### src/rtl/mem_stage.sv
// Memory-access stage: issues loads/stores over a req/ack data port, stalls
// upstream until the access completes, resolves branches, and forwards write-back data into stores.
//
// state | meaning
// IDLE  | no access outstanding; a new aligned access is issued from here
// BUSY  | request held on the data port, waiting for ack or timeout
module mem_stage #(
  parameter int DATA_W  = 32,
  parameter int ADDR_W  = 16,
  parameter int REG_W   = 5,
  parameter int PC_W    = 32,
  parameter int TIMEOUT = 15
) (
  input  logic              clk,
  input  logic              rst,
  input  logic              m_mem_read,
  input  logic              m_mem_write,
  input  logic              m_branch,
  input  logic [DATA_W-1:0] m_addr,
  input  logic [DATA_W-1:0] m_val,
  input  logic [REG_W-1:0]  m_src,
  input  logic              m_alu_zero,
  input  logic [PC_W-1:0]   m_pc_branch,
  input  logic              w_reg_write,
  input  logic [REG_W-1:0]  w_dst,
  input  logic [DATA_W-1:0] w_data,
  output logic              dmem_req,
  output logic              dmem_we,
  output logic [ADDR_W-1:0] dmem_addr,
  output logic [DATA_W-1:0] dmem_wdata,
  input  logic              dmem_ack,
  input  logic [DATA_W-1:0] dmem_rdata,
  output logic [DATA_W-1:0] ld_data,
  output logic              stall,
  output logic              pc_src,
  output logic [PC_W-1:0]   pc_branch_o,
  output logic              mem_err
);

  localparam int CNT_W = (TIMEOUT > 1) ? $clog2(TIMEOUT) : 1;
  localparam logic [CNT_W-1:0] CNT_LAST = CNT_W'(TIMEOUT - 1);

  typedef enum logic [0:0] {IDLE, BUSY} state_t;

  state_t           state_q, state_d;
  logic [CNT_W-1:0] cnt_q;
  logic             access;
  logic             misaligned;
  logic             issue;
  logic             ack_hit;
  logic             timeout_hit;
  logic [DATA_W-1:0] fwd;

  assign access     = m_mem_read | m_mem_write;
  assign misaligned = access & (m_addr[1:0] != 2'b00);
  assign issue      = (state_q == IDLE) & access & ~misaligned;
  assign ack_hit    = (state_q == BUSY) & dmem_ack;
  // ack takes priority over an expiring timeout in the same cycle
  assign timeout_hit = (state_q == BUSY) & ~dmem_ack & (cnt_q == CNT_LAST);

  // rt may be produced by the instruction currently in write-back; r0 never forwards
  assign fwd = (w_reg_write && (w_dst == m_src) && (m_src != '0)) ? w_data : m_val;

  assign pc_src      = m_branch & m_alu_zero;
  assign pc_branch_o = m_pc_branch;

  always_comb begin
    state_d = state_q;
    stall   = 1'b0;
    ld_data = '0;
    case (state_q)
      IDLE: begin
        if (issue) begin
          stall   = 1'b1;
          state_d = BUSY;
        end
      end
      BUSY: begin
        if (ack_hit) begin
          ld_data = dmem_we ? '0 : dmem_rdata;
          state_d = IDLE;
        end else if (timeout_hit) begin
          state_d = IDLE;
        end else begin
          stall = 1'b1;
        end
      end
      default: state_d = IDLE;
    endcase
  end

  always_ff @(posedge clk or negedge rst) begin
    if (!rst) begin
      state_q    <= IDLE;
      dmem_req   <= 1'b0;
      dmem_we    <= 1'b0;
      dmem_addr  <= '0;
      dmem_wdata <= '0;
      cnt_q      <= '0;
      mem_err    <= 1'b0;
    end else begin
      state_q <= state_d;
      if (issue) begin
        dmem_req   <= 1'b1;
        dmem_we    <= m_mem_write;
        dmem_addr  <= m_addr[ADDR_W-1:0];
        dmem_wdata <= fwd;
        cnt_q      <= '0;
      end else if (state_q == BUSY) begin
        if (ack_hit || timeout_hit) begin
          dmem_req <= 1'b0;
        end else begin
          cnt_q <= cnt_q + 1'b1;
        end
      end
      if (timeout_hit || ((state_q == IDLE) && misaligned)) begin
        mem_err <= 1'b1;
      end
    end
  end

endmodule
### config.mk
export PLATFORM = sky130hd
export DESIGN_NAME = mem_stage
export DESIGN_NICKNAME = d
export VERILOG_FILES = /design/src/rtl/mem_stage.sv
export SDC_FILE = /design/constraint.sdc
export NUM_CORES = 1
export LEC_CHECK = 0
export CAP_MARGIN = 10
export CORE_AREA = 2 2 114 116
export DETAILED_ROUTE_END_ITERATION = 12
export DIE_AREA = 0 0 116 118
export DONT_BUFFER_PORTS = 1
export GPL_TIMING_DRIVEN = 0
export PLACE_DENSITY = 0.52
export SYNTH_ARGS = -nofsm -noshare
export SYNTH_HDL_FRONTEND = slang
export SYNTH_SLANG_ARGS = --single-unit
### constraint.sdc
create_clock -name clk -period 3.65 [get_ports clk]
set_input_delay 0.73 -clock clk [delete_from_list [all_inputs] [get_ports clk]]
set_output_delay 0.73 -clock clk [all_outputs]
set_load 0.005 [all_outputs]
==> reports/qor.csv, run 1 <==
metric,value,unit
clk_pin_slew,70,ps
clock-root-buffer,clkbuf_16,
drive_above_1_share,13.48,%
max-vdd-ir-drop,172.3,µV
nNetsFinal,587,
max_stage_delay,420,ps
vias,3005,
hold_violations,0,
io_pins,295,
slowest_stage,dfrtp_1,
area_delta_synth_final,10.54,%
port_buffers,0,
status,"complete, no violations",
hold_buffers,0,
grt_util_all_layers,16.01,%
grt_pass1_vias,3198,
synth_edf_count,0,
cp_max_fo,8,
core_area,0.01241,mm²
start_util,27.53,%
final_cell_mix,"nand2_1, dfrtp_1, and2_1",
yosys_warnings,0,
gr-total-overflow,0,
cp_cell_sequence,nor3_1 -> o21ai_1 -> nand2_1,
die_w,116,µm
post-route-period-util,66.33,%
synth_ff_type,dfrtp_1,
synth_area_per_cell,8.546,µm²
ys_seq_area_share,41.00,%
relSlewSlack,57.77,%
antenna_found_initial,0,
critPathKind,flop to primary output,
wire_per_inst,19.18,µm
wirelength,11130,µm
gp_congestion,0.8032,
cts_setup_buffers,0,
cp_data_required_time,2920,ps
drt-initial-drc-count,103,
cp-end-kind,primary output,
die_h,118,µm
synthDistinctLibCells,33,
ys_seq_elements,56,
async_reset_ff_share,100.0,%
n_antenna_cell,0,
maxCapViolCount,0,
finalCriticalPeriod,2421,ps
cts_resized,0,
setup_tns,0,ps
ant_nets,0,
die-area,0.01369,mm²
final_common_cell,nand2_1,
worst_setup_path_start_kind,flop,
post-dp-hpwl,8752,µm
p_leak,0.001539,µW
dr.pass1.iters,4,
grt_pass1_wl,16980,µm
fillerInstances,1341,
clk_latency,290,ps
hold_class,input pin to async pin,
cts_num_sinks,56,
setup_viol,0,
syn_inst,400,
drv_slew,0,
fin_skew,5.795,ps
cts_tree,yes,
grt_max_degree,57,
powerDensity,445.0,mW/mm²
htree_levels,2,
syn_area,0.003418,mm²
place_area,0.003633,mm²
placementRows,41,
synth.net_count,580,
fin_area,0.003779,mm²
worstMarginPinSlew,629.2,ps
viasPerCell,5.181,
cp_data_arrival_time,1690,ps
numCtsBuffers,5,
rsz0062_at_grt,false,
clockBufferDepth,2,
drc,0,
fmax,413.1,MHz
[synth_stat cells, types with 2 or more instances]
master | count | area, µm²
nand2_1 | 78 | 292.8
dfrtp_1 | 56 | 1401
and2_1 | 35 | 219.0
buf_4 | 34 | 255.2
nor2_1 | 34 | 127.6
a31oi_1 | 32 | 200.2
o31ai_1 | 32 | 240.2
or4_1 | 32 | 240.2
clkbuf_1 | 21 | 78.83
buf_2 | 6 | 30.03
nand3_1 | 6 | 30.03
buf_12 | 3 | 60.06
inv_1 | 3 | 11.26
o21ai_0 | 3 | 15.01
xnor2_1 | 3 | 26.28
and3_1 | 2 | 12.51
ha_1 | 2 | 25.02
o22ai_1 | 2 | 12.51
xor2_1 | 2 | 17.52
[report_power, final]
group | internal [µW] | total [µW] | switching [µW]
clock network | 257 | 492 | 235
logic | 141 | 325 | 184
registers | 748 | 865 | 117
total | 1150 | 1680 | 536
[final cells by class]
class	count	area [µm²]	share of cell area (%)
multi-input combinational	275	1563	41.36
clock buffer	6	128.9	3.411
buffer	66	442.9	11.72
inverter	3	11.26	0.2980
tap	172	215.2	5.695
sequential	56	1401	37.09
clock inverter	2	16.27	0.4305
[final timing paths]
kind | start | endpoint | slack (ps) | cells after the start
setup / recovery | state_q$_DFF_PN0_ | stall | 1230 | 3
hold / removal | rst | dmem_addr[10]$_DFFE_PN0P_ | 120 | 0
setup reg to reg | state_q$_DFF_PN0_ | dmem_wdata[8]$_DFFE_PN0P_ | 1440 | 5
hold reg to reg | dmem_addr[9]$_DFFE_PN0P_ | dmem_addr[9]$_DFFE_PN0P_ | 510 | 2
max in group asynchronous | rst | dmem_wdata[12]$_DFFE_PN0P_ | 3430 | 0
min in group clk | dmem_addr[9]$_DFFE_PN0P_ | dmem_addr[9]$_DFFE_PN0P_ | 510 | 2
[per-stage QoR]
stage / worst slack, ps / power, µW / hold WS, ps / utilization (%) / std cells
after floorplan: 1523 / 1099 / 434.4 / - / 400
after global placement: 1124 / 1196 / 435.7 / 29.27 / 572
after detailed placement: 1088 / 1211 / 435.4 / 29.27 / 572
after CTS: 1199 / 1711 / 111.6 / 30.44 / 580
after global routing: 1041 / 1805 / 100.6 / 30.44 / 580
final: 1229 / 1681 / 121.5 / 30.44 / 580
[layer usage]
| layer | global-route usage (%) | part of all wire, % | vias up | wire length (µm) |
|---|---|---|---|---|
| li1 | - | - | 1377 | - |
| met1 | 16.23 | 36 | 1427 | 4030 |
| met2 | 30.63 | 53 | 187 | 5908 |
| met3 | 4.840 | 8.9 | 14 | 988 |
| met4 | 4.911 | 1.8 | 0 | 198 |
| met5 | 0 | 0 | - | 0 |
[logic make-up (layout without fill, tap and decap cells)]
kind of cell	count (synthesis)	count (layout)	synth area share, %
AND/OR/NAND/NOR	192	192	28.07
XOR/XNOR	6	6	1.757
flip-flops	56	56	41.00
AO/OA/AOI/OAI	75	75	15.15
buffers and inverters	69	77	13.29
adder cells (fa/ha/maj)	2	2	0.7319
[critical path, delay by kind of cell, from the launching register on]
family | cells | cell delay, ps
and+or+nand+nor | 2 | 640
DFF | 1 | 420
AOI/OAI and AO/OA | 1 | 340
[flip-flops by register name, summed over array words and instances, names as in the netlist]
signal and flops:
state_q 1, dmem_addr 16, dmem_we 1, mem_err 1, dmem_wdata 32, cnt_q 4
dmem_req 1
(Power assumes the default switching activity.)
==> run 2: changes to the inputs <==
--- a/config.mk
+++ b/config.mk
@@ -11,7 +11,7 @@
 export DIE_AREA = 0 0 116 118
 export DONT_BUFFER_PORTS = 1
 export GPL_TIMING_DRIVEN = 0
-export PLACE_DENSITY = 0.52
+export PLACE_DENSITY = 0.53
 export SYNTH_ARGS = -nofsm -noshare
 export SYNTH_HDL_FRONTEND = slang
 export SYNTH_SLANG_ARGS = --single-unit
==> constraint.sdc (replaced) <==
create_clock -name clk -period 2.1 [get_ports clk]
set_input_delay 0.42 -clock clk [delete_from_list [all_inputs] [get_ports clk]]
set_output_delay 0.42 -clock clk [all_outputs]
set_load 0.005 [all_outputs]
==> reports/qor.csv, run 2 (same netlist as run 1, synthesis figures left out) <==
metric,value,unit,change
worst_setup_path_start_kind,flop,,unchanged
fin_skew,7.441,ps,was 5.795 ps
cp_cell_sequence,and3b_1 -> clkbuf_1 -> and2_1,,was nor3_1 -> o21ai_1 -> nand2_1
layout.cells.non_filler,581,,was 580
critPathKind,flop to primary output,,unchanged
relSlewSlack,69.31,%,was 57.77%
clk_pin_slew,80,ps,was 70 ps
rrSetupSlack,370,ps,was 1440 ps
drc,0,,unchanged
core_area,0.01241,mm²,unchanged
grt_pass1_wl,16300,µm,"was 16,980 µm"
die_w,116,µm,unchanged
r2r_cells,4,,was 5
fin_util,30.89,%,was 30.44%
largest_register,dmem_wdata,,unchanged
final_cell_mix,"nand2_1, dfrtp_1, and2_1",,unchanged
hold_start,m_addr[6],,
slowest_stage,dfrtp_1,,unchanged
cp_max_fo,10,,was 8
setup_viol,0,,unchanged
wire_per_inst,18.83,µm,was 19.18 µm
clk_latency,300,ps,was 290 ps
powerDensity,775.8,mW/mm²,was 445.0 mW/mm²
port_buffers,0,,unchanged
holdPathStages,2,,
drive_above_1_share,16.14,%,was 13.48%
fin_area,0.003835,mm²,was 0.003779 mm²
r2r_start,state_q$_DFF_PN0_,,unchanged
io_pins,295,,unchanged
antenna_found_initial,0,,unchanged
nNetsFinal,588,,was 587
rsz0062_at_grt,false,,unchanged
grt_util_all_layers,15.51,%,was 16.01%
numCtsBuffers,5,,unchanged
dr.pass1.iters,4,,unchanged
start_util,27.53,%,unchanged
place_area,0.003633,mm²,unchanged
maxCapViolCount,0,,unchanged
fillerInstances,1349,,"was 1,341"
post-route-period-util,91.29,%,
final_common_cell,nand2_1,,unchanged
htree_levels,2,,unchanged
crit_family,simple AND/OR/NAND/NOR gates,,unchanged
status,"complete, no violations",,unchanged
area_delta_synth_final,12.19,%,was 10.54%
gr-total-overflow,0,,unchanged
cp_data_arrival_time,1500,ps,was 1690 ps
grt_max_degree,57,,unchanged
post-dp-hpwl,8863,µm,was 8752 µm
ant_nets,0,,unchanged
cts_num_sinks,56,,unchanged
cp-end-kind,primary output,,unchanged
drt-initial-drc-count,101,,was 103
max_stage_delay,410,ps,was 420 ps
die_h,118,µm,unchanged
viasPerCell,4.976,,was 5.181
largest_reg_flops,32,,unchanged
clock-root-buffer,clkbuf_16,,unchanged
clockBufferDepth,2,,unchanged
critPathBufInv,1,,was 0
cp_data_required_time,1680,ps,was 2920 ps
die-area,0.01369,mm²,unchanged
top_regs,"dmem_wdata (32), dmem_addr (16), cnt_q (4)",,unchanged
worstMarginPinSlew,460.4,ps,was 629.2 ps
cts_tree,yes,,unchanged
hold_class,input pin to flop,,was input pin to async pin
wirelength,10940,µm,"was 11,130 µm"
p_leak,0.001581,µW,was 0.001539 µW
fmax,521.6,MHz,
placementRows,41,,unchanged
hold_violations,0,,unchanged
min_to,dmem_addr[6]$_DFFE_PN0P_,,
dp_cells,572,,unchanged
finalCriticalPeriod,1917,ps,
drv_slew,0,,unchanged
vias,2891,,"was 3,005"
grt_pass1_vias,2981,,"was 3,198"
max-vdd-ir-drop,313.7,µV,was 172.3 µV
r2r_end,dmem_wdata[1]$_DFFE_PN0P_,,was dmem_wdata[8]$_DFFE_PN0P_
gp_congestion,0.7451,,was 0.8032
n_antenna_cell,0,,unchanged
[run 2: power breakdown]
part	total (µW)	internal [µW]	leakage, µW	switching (µW)
Clock	883	453	0.0000708	430
Combinational	590	255	0.000858	334
Sequential	1500	1300	0.000652	204
[run 2: through the flow]
stage | worst slack, ps | power [µW] | hold WS [ps] | TNS (ps)
floorplan | 354.4 | 1910 | 124.4 | 0
global placement | -103.1 | 2079 | 125.6 | -1867
detailed placement | -165.1 | 2103 | 125.7 | -3425
CTS | 84.46 | 3015 | 217.8 | 0
global route | 25.81 | 3178 | 206.6 | 0
finish | 182.9 | 2975 | 217.8 | 0
[run 2: timing repair]
item | in CTS | in global routing
endpoints found under the hold margin | 56 | 0
buffers inserted | 0 | 0
hold buffers | 2 | 0
gates resized for setup | 6 | 4
endpoints found under the setup margin | 34 | 22
[run 2: cell type report]
class                   count  area (µm²)  area share (%)
clock buffers               5       125.1           3.263
multi-input cells         275        1573           41.01
clock inverters             3       25.02          0.6525
well taps                 172       215.2           5.612
inverters                   3       11.26          0.2936
plain buffers              65       446.7           11.65
repair buffers              2       37.54          0.9788
flip-flops and latches     56        1401           36.54
[run 2: metal layers]
metal  wire (µm)  up-vias  share of wire [%]  track usage, %
li1            -     1376                  -               -
met1        3866     1351                 35           16.42
met2        5815      159                 53           28.36
met3        1169        5                 11           6.591
met4          86        0               0.79           3.051
met5           0        -                  0               0
[run 2: worst max-delay path by stage]
stage                             start                    endpoint  slack, ps  cells after the start
finish              dmem_we$_DFFE_PN0P_                  ld_data[8]        180                      3
global route        dmem_we$_DFFE_PN0P_                 ld_data[15]         30                      3
CTS                   state_q$_DFF_PN0_                       stall         80                      3
detailed placement    state_q$_DFF_PN0_  dmem_wdata[25]$_DFFE_PN0P_       -170                      6
global placement      state_q$_DFF_PN0_  dmem_wdata[29]$_DFFE_PN0P_       -100                      6
floorplan                      m_src[0]   dmem_wdata[0]$_DFFE_PN0P_        350                      6
==> run 3: changes to the inputs <==
--- a/config.mk
+++ b/config.mk
@@ -12,6 +12,7 @@
 export DONT_BUFFER_PORTS = 1
 export GPL_TIMING_DRIVEN = 0
 export PLACE_DENSITY = 0.53
+export REMOVE_ABC_BUFFERS = 1
 export SYNTH_ARGS = -nofsm -noshare
 export SYNTH_HDL_FRONTEND = slang
 export SYNTH_SLANG_ARGS = --single-unit
==> reports/qor.csv, run 3 (same netlist as run 1, synthesis figures left out) <==
metric,value,unit,change
p_sw,931.0,µW,was 968.4 µW
cp_max_fo,22,,was 10
gr-total-overflow,0,,unchanged
power,2888,µW,was 2975 µW
place_area,0.003303,mm²,was 0.003633 mm²
clk_pin_slew,80,ps,about the same
max-vdd-ir-drop,334.4,µV,was 313.7 µV
fin_skew,6.864,ps,was 7.441 ps
gp_congestion,0.7670,,was 0.7451
wirelength,11040,µm,"was 10,940 µm"
cts_setup_buffers,0,,unchanged
hold_start,m_addr[10],,was m_addr[6]
die-area,0.01369,mm²,unchanged
nNetsFinal,529,,was 588
min_to,dmem_addr[10]$_DFFE_PN0P_,,was dmem_addr[6]$_DFFE_PN0P_
worstMarginPinSlew,986.0,ps,was 460.4 ps
rsz0062_at_grt,false,,unchanged
cp_data_required_time,2280,ps,was 1680 ps
drv_slew,0,,unchanged
drt-initial-drc-count,174,,was 101
r2r_end,dmem_wdata[12]$_DFFE_PN0P_,,was dmem_wdata[1]$_DFFE_PN0P_
vias,2791,,"was 2,891"
grt_pass1_wl,15970,µm,"was 16,300 µm"
post-dp-hpwl,8047,µm,was 8863 µm
viasPerCell,5.347,,was 4.976
antenna_found_initial,0,,unchanged
numCtsBuffers,5,,unchanged
setup_viol,0,,unchanged
final_cell_mix,"nand2_1, dfrtp_1, and2_1",,unchanged
wire_per_inst,21.14,µm,was 18.83 µm
hold_class,input pin to flop,,unchanged
drive_above_1_share,6.286,%,was 16.14%
grt_max_degree,57,,unchanged
holdPathStages,2,,unchanged
worst_setup_path_start_kind,input pin,,was flop
power.internal,1957,µW,was 2007 µW
setup_tns,0,ps,unchanged
io_pins,295,,unchanged
fmax,522.5,MHz,was 521.6 MHz
finalCriticalPeriod,1914,ps,was 1917 ps
status,"complete, no violations",,unchanged
r2r_start,state_q$_DFF_PN0_,,unchanged
critPathKind,input pin to flop,,was flop to primary output
rrSetupSlack,360,ps,was 370 ps
p_comb_share,18.1,%,was 19.8%
cts_num_sinks,56,,unchanged
p_leak,0.001368,µW,was 0.001581 µW
grt_pass1_vias,2768,,"was 2,981"
maxCapViolCount,0,,unchanged
clockPowerShare,29.7,%,about the same
final_common_cell,nand2_1,,unchanged
placementRows,41,,unchanged
port_buffers,0,,unchanged
fin_util,28.35,%,was 30.89%
powerDensity,820.4,mW/mm²,was 775.8 mW/mm²
clk_latency,300,ps,about the same
die_w,116,µm,unchanged
post-route-period-util,91.14,%,was 91.29%
drc,0,,unchanged
grt_util_all_layers,15.68,%,was 15.51%
core_area,0.01241,mm²,unchanged
fin_area,0.003520,mm²,was 0.003835 mm²
largest_reg_flops,32,,unchanged
swShare,32.24,%,was 32.55%
top_regs,"dmem_wdata (32), dmem_addr (16), cnt_q (4)",,unchanged
cts_tree,yes,,unchanged
cp_data_arrival_time,2100,ps,was 1500 ps
start_util,27.53,%,unchanged
n_antenna_cell,0,,unchanged
cp-end-kind,flop,,was primary output
setup_slack,186.0,ps,was 182.9 ps
clockBufferDepth,2,,unchanged
die_h,118,µm,unchanged
relSlewSlack,33.94,%,was 69.31%
p_seq_share,52.1,%,was 50.5%
area_delta_synth_final,2.965,%,was 12.19%
r2r_cells,5,,was 4
ant_nets,0,,unchanged
htree_levels,2,,unchanged
clock-root-buffer,clkbuf_16,,unchanged
dr.pass1.iters,5,,was 4
largest_register,dmem_wdata,,unchanged
post-place-ws,-766.5,ps,was -165.1 ps
hold_violations,0,,unchanged
## run 3: cell count changes in the layout (fill, tap and decap cells not counted), sizes merged
cell	previous run	this run
clkbuf	26	6
buf	45	6
inv	5	3
clkinv	0	1
xnor2	4	5
## run 3: timing repair
item	4_1_cts	5_1_grt
pin swaps	1	0
setup endpoints to repair	64	33
cloned	1	0
hold endpoints to repair	56	0
hold buffers	2	0
resized for setup	2	2
## run 3: worst max-delay path by stage
stage,startpoint,end,slack (ps)
finish,m_src[1],dmem_wdata[3]$_DFFE_PN0P_,190
global route,dmem_we$_DFFE_PN0P_,ld_data[14],40
CTS,state_q$_DFF_PN0_,dmem_wdata[12]$_DFFE_PN0P_,100
detailed placement,w_dst[1],dmem_wdata[3]$_DFFE_PN0P_,-770
global placement,w_dst[1],dmem_wdata[3]$_DFFE_PN0P_,-1910
floorplan,w_dst[1],dmem_wdata[0]$_DFFE_PN0P_,-670
## run 3: routing by layer
metal  GRT usage [%]  vias to the layer above  wire (µm)
met2           23.57                      224       4887
met4           4.241                        2        159
met1           18.64                     1285       4420
met3           9.423                       11       1533
li1                -                     1269          -
met5           2.745                        -         35
## run 3: power groups by stage
stage	registers [µW]	clock network [µW]	logic, µW
2_1_floorplan	1450	0	365
3_3_place_gp	1530	0	442
3_5_place_dp	1530	0	491
4_1_cts	1510	914	527
5_1_grt	1530	947	599
6_report	1510	858	524
## run 3: final cells by class
| cell class | instances | area (µm²) |
|---|---|---|
| fill | 1360 | 8895 |
| clock inverter | 2 | 16.27 |
| multi-input combinational | 276 | 1614 |
| tap | 172 | 215.2 |
| sequential | 56 | 1401 |
| timing repair buffer | 7 | 132.6 |
| clock buffer | 6 | 128.9 |
| inverter | 3 | 11.26 |
## run 3: worst max-delay path, stage by stage
cell and delay, ps:
xnor2_4 510, nand3_2 420, buf_16 300, o31ai_1 310
a31oi_1 130
## run 3: per-stage QoR
step / hold WS [ps] / cells
after floorplan: 124.4 / 334
after detailed placement: 125.7 / 511
after global routing: 207.0 / 522
final: 225.6 / 522
after CTS: 205.2 / 522
after global placement: 126.3 / 506
